**config.mk**
```make
export PLATFORM = sky130hd
export DESIGN_NAME = video_pixel_pack
export DESIGN_NICKNAME = d
export VERILOG_FILES = /design/src/rtl/video_pixel_pack.sv
export SDC_FILE = /design/constraint.sdc
export NUM_CORES = 1
export LEC_CHECK = 0
export ABC_AREA = 1
export ABC_CLOCK_PERIOD_IN_PS = 3000
export CAP_MARGIN = 20
export CORE_ASPECT_RATIO = 1.4
export CORE_MARGIN = 2
export CORE_UTILIZATION = 54
export DETAILED_ROUTE_END_ITERATION = 10
export PLACE_DENSITY = 0.81
export SKIP_CTS_REPAIR_TIMING = 1
export SYNTH_ARGS = -nofsm -noshare
export SYNTH_HDL_FRONTEND = slang
export SYNTH_SLANG_ARGS = --single-unit
```
**constraint.sdc**
```tcl
create_clock -name clk -period 3 [get_ports clk]
set_input_delay 0.45 -clock clk [delete_from_list [all_inputs] [get_ports clk]]
set_output_delay 0.45 -clock clk [all_outputs]
set_load 0.02 [all_outputs]
```
**src/rtl/video_pixel_pack.sv**
```systemverilog
// Packs 1/2/4/8/16 bpp pixels into 32-bit little-endian words (pixel 0 at the LSBs)
// with valid/ready handshakes on both the pixel and the word side.
module video_pixel_pack (
   input  logic        clk,
   input  logic        reset_n,
   input  logic [2:0]  cfg_bpp,
   input  logic [15:0] in_pixel,
   input  logic        in_valid,
   input  logic        in_last,
   output logic        in_ready,
   output logic [31:0] out_word,
   output logic [5:0]  out_count,
   output logic        out_last,
   output logic        out_valid,
   input  logic        out_ready
);

   logic [31:0] acc_q,       acc_d;
   logic [5:0]  cnt_q,       cnt_d;
   logic [2:0]  bpp_q,       bpp_d;
   logic [31:0] out_word_q,  out_word_d;
   logic [5:0]  out_count_q, out_count_d;
   logic        out_last_q,  out_last_d;
   logic        out_valid_q, out_valid_d;

   logic [2:0]  cfg_code;
   logic [2:0]  bpp_cur;
   logic [4:0]  pix_width;
   logic [5:0]  ppw;
   logic [15:0] pix_masked;
   logic [4:0]  bit_pos;
   logic [5:0]  cnt_inc;
   logic [31:0] merged;
   logic        accept;
   logic        close;

   // Codes above 16bpp are folded onto 16bpp; a word in progress keeps its latched width.
   assign cfg_code  = (cfg_bpp > 3'd4) ? 3'd4 : cfg_bpp;
   assign bpp_cur   = (cnt_q == 6'd0) ? cfg_code : bpp_q;
   assign pix_width = 5'd1 << bpp_cur;
   assign ppw       = 6'd32 >> bpp_cur;

   genvar gi;
   generate
      for (gi = 0; gi < 16; gi++) begin : g_pix_mask
         assign pix_masked[gi] = in_pixel[gi] & (5'(gi) < pix_width);
      end
   endgenerate

   // cnt*bpp never exceeds 31, so a 5-bit shift amount is exact.
   assign bit_pos = cnt_q[4:0] << bpp_cur;
   assign cnt_inc = cnt_q + 6'd1;
   assign merged  = acc_q | ({16'b0, pix_masked} << bit_pos);

   assign in_ready = !out_valid_q || out_ready;
   assign accept   = in_valid && in_ready;
   assign close    = accept && ((cnt_inc == ppw) || in_last);

   always_comb begin
      acc_d       = acc_q;
      cnt_d       = cnt_q;
      bpp_d       = bpp_q;
      out_word_d  = out_word_q;
      out_count_d = out_count_q;
      out_last_d  = out_last_q;
      out_valid_d = out_valid_q;

      if (accept) begin
         bpp_d = bpp_cur;
         if (close) begin
            acc_d = 32'd0;
            cnt_d = 6'd0;
         end else begin
            acc_d = merged;
            cnt_d = cnt_inc;
         end
      end

      // A close may coincide with draining the previous word: reload without a bubble.
      if (close) begin
         out_word_d  = merged;
         out_count_d = cnt_inc;
         out_last_d  = in_last;
         out_valid_d = 1'b1;
      end else if (out_ready) begin
         out_valid_d = 1'b0;
      end
   end

   always_ff @(posedge clk) begin
      if (!reset_n) begin
         acc_q       <= 32'd0;
         cnt_q       <= 6'd0;
         bpp_q       <= 3'd3;
         out_word_q  <= 32'd0;
         out_count_q <= 6'd0;
         out_last_q  <= 1'b0;
         out_valid_q <= 1'b0;
      end else begin
         acc_q       <= acc_d;
         cnt_q       <= cnt_d;
         bpp_q       <= bpp_d;
         out_word_q  <= out_word_d;
         out_count_q <= out_count_d;
         out_last_q  <= out_last_d;
         out_valid_q <= out_valid_d;
      end
   end

   assign out_word  = out_word_q;
   assign out_count = out_count_q;
   assign out_last  = out_last_q;
   assign out_valid = out_valid_q;

endmodule

```
# Word level (Yosys, flattened, before mapping)
# Cells that the tools add are included.
# classes
addsub	1
magnitude_cmp	17
eq_ne	1
shift	4
mux	6
bitwise_logic	17
reduce_logical	7
# ops
cell	count
4-bit by 5-bit less-than comparator with 1-bit output (first input constant)	8
32-bit two-way mux	1
32-bit OR	1
16-bit by 5-bit << shifter with 32-bit output	1
3-bit by 5-bit less-than comparator with 1-bit output (first input constant)	4
1-bit AND	16
1-bit by 5-bit less-than comparator with 1-bit output (first input constant)	2
2-bit by 5-bit less-than comparator with 1-bit output (first input constant)	2
6-bit by 1-bit adder with 6-bit output (second input constant)	1
6-bit == test	1
6-bit zero test	1
3-bit two-way mux	2
6-bit two-way mux	1
6-bit by 3-bit >> shifter with 6-bit output (first input constant)	1
1-bit by 3-bit << shifter with 5-bit output (first input constant)	1
5-bit by 3-bit << shifter with 5-bit output	1
3-bit > comparator (second input constant)	1
1-bit logical AND	2
1-bit logical OR	2
1-bit two-way mux	2
2-bit nonzero test	1
1-bit zero test	1
# totals
register_bits	81
input_bits	24
output_inout_bits	41
wordCells	60

# Depth between registers and ports, before layout
# logic_depth
depth_word	9
depth_mapped	20
depth_no_buf	18

# Worst setup path before layout
# Ideal clock, no wire load.
# synth_path
kind	register to register
from	register cnt_q[0]
to	register acc_q[10]
setup_ns	0.073
t_arrival_ns	2.222
t_required_ns	2.927
setup_slack_ns	0.705
path_stages_with_launch	17
path_buffers	2
period_less_slack_ns	2.295
path_cell_list	dfxtp_1 > buf_2 > inv_1 > ha_1 > nand3_4 > nand2_1 > nand2_2 > nand2_1 > inv_2 > nand2_1 > xor2_1 > nand3_1 > nand2_2 > nand2_4 > nand2_2 > buf_4 > nor3b_2
# synth_via
word_cells_on_any_way	44
cone_classes	add/sub (1); order compare (16); eq/ne (1); shift (4); mux (2); bitwise (17); reduce/logical (3)
# synth_rtl
item	line	text
start, declared	19	logic [5:0] cnt_q, cnt_d;
start signal, assigned	101	cnt_q <= cnt_d;
6-bit by 1-bit adder with 6-bit output	52	assign cnt_inc = cnt_q + 6'd1;
via cnt_inc[0]	32	logic [5:0] cnt_inc;
6-bit == test	57	assign close = accept && ((cnt_inc == ppw) || in_last);
1-bit logical OR	57	
1-bit logical AND	57	
32-bit two-way mux	70	if (close) begin
end signal, assigned	92	acc_q <= 32'd0;
end signal, assigned	100	acc_q <= acc_d;
end, declared	18	logic [31:0] acc_q, acc_d;
# The timed path passes the listed nets, and every way through them passes these cells.
# A chain may end at the register's enable or synchronous reset.

# Worst setup path after layout
# layout_path
from	register cnt_q[1]
to	register acc_q[13]
# layout_via
elab_chain_cells	8
word_cells_on_any_way	44
cone_classes	add/sub (1); order compare (16); eq/ne (1); shift (4); mux (2); bitwise (17); reduce/logical (3)
# layout_lines
item	line	text
6-bit zero test	39	assign bpp_cur = (cnt_q == 6'd0) ? cfg_code : bpp_q;
3-bit two-way mux	39	
1-bit by 3-bit << shifter with 5-bit output	40	assign pix_width = 5'd1 << bpp_cur;
1-bit by 5-bit less-than comparator with 1-bit output (tied with other cells)	46	assign pix_masked[gi] = in_pixel[gi] & (5'(gi) < pix_width);
1-bit AND	46	
16-bit by 5-bit << shifter with 32-bit output	53	assign merged = acc_q | ({16'b0, pix_masked} << bit_pos);
32-bit OR	53	
32-bit two-way mux *	70	
# Mark *: on every way between the ends. The rest lies on a longest branch, timed or not.

==> impl_results.md <==
- Final cell count without fillers: about 730
- Ratio of cells with drive above 1 in the final layout: between 10% and 20%
- Mapped Cells: roughly 560
- Die Width: 76.9 µm
- Starting density of the core: a little under three fifths
- DRC: 0
- Syn_area_per_cell: ~7 µm²
- CTS clk-pin slew, worst paths: 0.09 ns
- Area Overhead vs Synth: 23.6%
- Clock Path Buffers: 2
- Core Region: just over 0.007 mm²
- Ports: 65
- Die Y-Extent: about 110 µm
- Crit Path Class: flop to flop
- Worst path cell trace: inv_1, ha_1, inv_1, nor2_1, nand4_1, nand2_2, buf_4, nor2_4, nand2_1, xor2_1, nor2_1, nand3_1, nand2_2, nand2_4, buf_4, o211ai_1, nor2_1
- Fin area: 0.00497 mm²
- Clk pwr share: a little under a third
- Worst IR Drop VDD: around 0.35 mV
- Final Max Slew Viols: 0
- GPL Wtd Cong: 0.930
- Period Utilization, post-route: 90.0%
- Max_slew headroom: 57.0%
- Total grt overflow: 0
- Status: complete, no violations
- Setup violators final: 0
- RSZ-0062 raised after global routing: no
- Post-DP HPWL: approximately 7400 µm
- Root buffer cell: clkbuf_8
- Final antenna-violating net count: 0
- Arr. time, crit path: a little under 3 ns
- Detailed-route wire length: 10,400 µm
- Worst EP required: ~3.3 ns
- WL/cell: between 10 and 15 µm
- Final Skew: between 0.01 and 0.015 ns
- Max stage delay on crit path: 0.35 ns
- Multi-input logic area: around 0.0020 mm²
- Crit-path max FO: 30
- Final Hold Viols: 0
- Placed instance count: 710
- Min cycle time layout: 2.70 ns
- Setup TNS: 0 ns
- Row count: 37
- Switching share of power: 34.5%
- Synth Warn #: 0
- CP startpoint kind: flop
- Vias in the first global route: between 3,000 and 4,000
- Slowest cell on crit path: dfxtp_1
- Reg power frac: between 40% and 50%
- Via Count: around 3,900
- H-tree levels: 3
- Max-capacitance violation count: 0
- Setup crit end kind: flop
- Synthesized area: 0.00402 mm²
- Global-route wire length before repair: about 17,000 µm
- Internal power: slightly below 2 mW
- Combinational cell fraction of total power: between 20% and 30%
- Fmax: 0.370 GHz
- HP Class: flop to flop
- Post-synthesis cell type count: 35
- Synthesized Nets: between 500 and 600
- Sequential cell area: 0.00162 mm²
- Area after DPL: between 0.004 and 0.005 mm²
- Register area share after synthesis: between 40% and 50%
- Worst-Skew Late Latency: ~0.35 ns
- Ant diodes: 0
- WHS: ~0.47 ns
- Initial antenna violation count: 0
- LEAKAGE: roughly 2.2 nW
- Vias/cell: ~5.4
- Worst slack, placed: about 0.087 ns
- DRT Pass-1 Iters: 5
- CTS tree: built
- Total GRT Usage: around a quarter
- Overall power: slightly below 3 mW
- IO buf count: 64
- Largest net degree at the start of global routing: 46
- Final net count: 650
- Psw: 1.01 mW
- Fillers: around 640
- Cell mode on critical path: nor2_1
- CTS Sinks: 81
- Yosys reg bits: between 80 and 90
- Tightest Pin Transition: 0.644 ns
- PnR worst setup slack: 0.300 ns
- Die ar.: 0.00815 mm²
- Drt first-iter violations: 233
- Cts bufs inserted: 9
- Utilization after layout: 68.3%
- Pwr Density: a little under 600 mW/mm²
==> routing by layer <==
| metal | share of wire, % | global-route usage [%] | vias up | routed length, µm |
|---|---|---|---|---|
| met5 | 0 | 0 | - | 0 |
| met4 | 3.7 | 15.1 | 0 | 386 |
| met3 | 5.6 | 4.41 | 35 | 580 |
| met2 | 51 | 45.7 | 152 | 5300 |
| met1 | 40 | 31.3 | 1774 | 4180 |
| li1 | - | - | 1940 | - |
==> sequential cells by signal, summed over array words and instances, names as in the netlist <==
signal     count
out_last       1
cnt_q          6
out_valid      1
bpp_q          3
out_word      32
out_count      6
acc_q         32
==> final timing paths <==
check | start | depth (start not counted) | end | slack, ns
setup reg to reg | cnt_q[1]$_SDFFE_PN0P_ | 17 | acc_q[13]$_SDFFE_PN0P_ | 0.30
hold reg to reg | out_word[4]$_SDFFE_PN0P_ | 2 | out_word[4]$_SDFFE_PN0P_ | 0.47
setup / recovery | cnt_q[1]$_SDFFE_PN0P_ | 17 | acc_q[13]$_SDFFE_PN0P_ | 0.30
hold / removal | out_word[4]$_SDFFE_PN0P_ | 2 | out_word[4]$_SDFFE_PN0P_ | 0.47
==> placed cells by master (no fill, tap or decap), drive strengths merged <==
master         instances
nand2                167
nand3                 88
dfxtp                 81
clkdlybuf4s50         64
inv                   53
nor2                  49
o21ai                 24
a21oi                 17
nor3b                 17
buf                   15
clkbuf                10
o21bai                 9
o211ai                 7
nand4                  6
xor2                   4
and3                   4
nor3                   4
clkinvlp               3
ha                     2
bufinv                 2
xnor2                  1
clkinv                 1
or2                    1
==> kinds of logic after synthesis <==
family          synth area share (%)
buf+inv                         9.22
simple gates                    40.1
fa+ha+maj                      0.623
flops                           40.4
compound gates                  8.57
xor+xnor                        1.09
==> cells in the mapped netlist, drive strengths merged <==
cell / count / share of area [%]
nor3: 4 / 0.75
nand2: 167 / 16
o211ai: 7 / 1.3
a21oi: 17 / 2.1
nor3b: 17 / 4.8
clkbuf: 6 / 0.56
buf: 21 / 3.7
inv: 52 / 4.9
o21ai: 24 / 3.5
xor2: 4 / 0.87
nand4: 6 / 0.93
xnor2: 1 / 0.22
or2: 1 / 0.16
clkinv: 1 / 0.093
o21bai: 9 / 1.7
ha: 2 / 0.62
and3: 4 / 0.62
nand3: 88 / 11
dfxtp: 81 / 40
nor2: 49 / 5.4
==> critical path, delay by kind of cell (launching register included) <==
| family | cells | cell delay [ns] |
|---|---|---|
| and+or+nand+nor | 10 | 1.05 |
| buffers and inverters | 4 | 0.68 |
| DFF | 1 | 0.35 |
| adders and majority gates | 1 | 0.23 |
| xor gates and xnor gates | 1 | 0.16 |
| AOI/OAI and AO/OA | 1 | 0.14 |
==> cell type report <==
cell class	instances	share of cell area (%)
multi-input cells	400	40.8
flip-flops and latches	81	32.7
repair buffers	79	15.7
inverters	53	4.01
clock buffers	10	2.57
well taps	97	2.44
clock inverters	6	1.84
==> power groups by stage <==
stage                     logic, mW  clock network (mW)  registers [mW]
after detailed placement      0.854                   0            1.20
final                         0.877               0.884            1.17
after global routing          0.965               0.945            1.18
after CTS                     0.864               0.898            1.17
after global placement        0.837                   0            1.20
after floorplan               0.572                   0            1.23
(Power assumes the default switching activity.)
==> RTL change: new RTL, config.mk and constraints unchanged <==
Make the reset (`reset_n`) asynchronous in one clocked block.
--- a/src/rtl/video_pixel_pack.sv
+++ b/src/rtl/video_pixel_pack.sv
@@ -89,3 +89,3 @@
 
-   always_ff @(posedge clk) begin
+   always_ff @(posedge clk or negedge reset_n) begin
       if (!reset_n) begin
Function: differs if reset_n is asserted again (counterexample within 4 cycles, from zero or initial values and one cycle with reset_n low); with reset_n held inactive, the same outputs for 4 cycles.
==> RTL change against the original RTL <==
The flow now finishes with violations (negative hold slack); die area increased by 3.1%; setup slack improved by 0.023 ns; sequential cell count unchanged; final cell count decreased by 0.96%; wire length decreased by 7.6%; synthesized cell count decreased by 1.4%; sequential share of layout area increased by 7.4 points; area after synthesis increased by 3.3%; core utilization increased by 0.19 points; via count decreased by 4.7%; cell area increased by 2.2%; largest cell class is now flip-flops and latches; highest routed layer unchanged.
Power is not compared: it rests on default switching activity, and its combinational part moved more than twofold at a synthesized area within 25%.
==> RTL change: results (changes against the original RTL) <==
• 2.97 ns — Data arrival, critical path, about the same
• 0.924 — placer congestion estimate, -0.70%
• 0.0740 — fraction of layout cells with a size suffix above 1, -0.0278
• 0 — warnings from Yosys, unchanged
• 7.50 um^2 — Mapped Avg Cell Area, +4.8%
• clkbuf_8 — Root Buffer Master
• 0.00486 mm^2 — placed cell areas, +2.4%
• 7000 um — hpwl dp, -5.1%
• input pin to asynchronous set/reset pin — classification of the worst-slack hold path
• 30 — number of different library cells in the post-synthesis netlist, -14%
• 5 — first drt pass iteration count, unchanged
• 0.00482 ns — final clock skew, -0.00569 ns
• 64 — number of port buffers, unchanged
• 3 — number of H-tree levels, unchanged
• 5.17 — post-detailed-route via-to-cell ratio, -3.8%
• negative hold slack — violations in the final reports
• 702 — placed instance count, -1.1%
• 9 — number of buffers added by the clock tree synthesis step, unchanged
• 0 — number of antenna violations at the first check in global routing, unchanged
• 0.154 ns — post-place setup slack, +0.0669 ns
• 0.489 — sequential fraction of the synthesis area, +0.0856
• 309 — number of design-rule violations left by the first detailed-router iteration, +33%
• 0.253 — Global Route Usage Sum, -0.0132
• dfrtp_2 — Max stage delay cell, worst path
• 0.36 ns — worst skew pair latency
• 2.60 nW — leakage power
• 1.00 — proportion of synthesized flip-flops having asynchronous set or reset, +1.00
• 0.000557 V — Worst VDD drop
• 643 — Net count, final, -1.1%
• 82 — largest net degree at the start of global routing, +78%
• 13.4 um — post-DR wirelength/cell, -6.7%
• finished, violations left — result of the run
• dfrtp_1 48%, nand2_1 20%, nor2_1 5.7% — largest cells by area after synthesis
• -0.0141 ns — worst hold margin, -0.486 ns
• 0.659 ns — Tightest Pin Transition, +0.0142 ns
• 2 — largest buffer count on any clock path, unchanged
• 646 — Filler Cells Inserted, +1.1%
• 3716 — total via count in the routed design, -4.7%
• 16500 um — first-pass GRT wire length, -4.6%
• 24 — Final Hold Violating Endpoints, +24
• 579 — number of nets produced by synthesis, -1.4%
• 220 x nand2_1, 79 x dfrtp_1, 63 x nor2_1, 43 x inv_1, 42 x nand3_1 — cell types with the highest counts after synthesis
• 8 — biggest fanout along the worst timing path, -73%
• 0.46 ns — delay of the slowest cell on the worst path, +0.11 ns
## RTL change: changes by cell type after synthesis, moves of 13 or more
cell     change
nor2_1      +17
dfrtp_1     +79
nand2_1     +59
nor3b_2     -13
nand3_1     -44
dfxtp_1     -81
## RTL change: path summary, 6_finish.rpt
| path | endpoint | slack [ns] | start | depth (start not counted) |
|---|---|---|---|---|
| min | out_word[6] | -0.01 | reset_n | 1 |
| min reg2reg | out_word[18] | 0.48 | out_word[18] | 2 |
| min in group clk | out_word[18] | 0.48 | out_word[18] | 2 |
| max in group asynchronous | bpp_q[1] | 2.38 | reset_n | 2 |
| max | acc_q[21] | 0.32 | cnt_q[0] | 16 |
| max reg2reg | acc_q[21] | 0.32 | cnt_q[0] | 16 |
## RTL change: layer usage
| metal | wire (um) | vias to the layer above | GRT usage |
|---|---|---|---|
| li1 | - | 1862 | - |
| met1 | 4050 | 1696 | 0.315 |
| met2 | 4740 | 129 | 0.424 |
| met3 | 530 | 29 | 0.0487 |
| met4 | 331 | 0 | 0.120 |
| met5 | 0 | - | 0 |
## RTL change: layout make-up
cell class	instances	area [um^2]	share of cell area
repair buffers	73	738	0.145
multi-input cells	405	1820	0.358
clock inverters	3	40.0	0.00789
well taps	97	121	0.0239
flip-flops and latches	81	2030	0.400
clock buffers	13	149	0.0293
inverters	47	176	0.0348
## RTL change: kinds of logic after synthesis
logic type | Yosys count | synth area share
AOI/OAI and AO/OA | 53 | 0.0787
xor gates and xnor gates | 6 | 0.0127
adders and majority gates | 2 | 0.00603
buffers and inverters | 67 | 0.0721
DFF | 81 | 0.489
and+or+nand+nor | 344 | 0.341
## RTL change: where the power goes
group          total [mW]  internal [mW]  switching [mW]  leakage (nW)
combinational        3.12           1.08            2.04          1.41
clock               0.791          0.406           0.385        0.0974
sequential           1.59           1.42           0.176          1.09
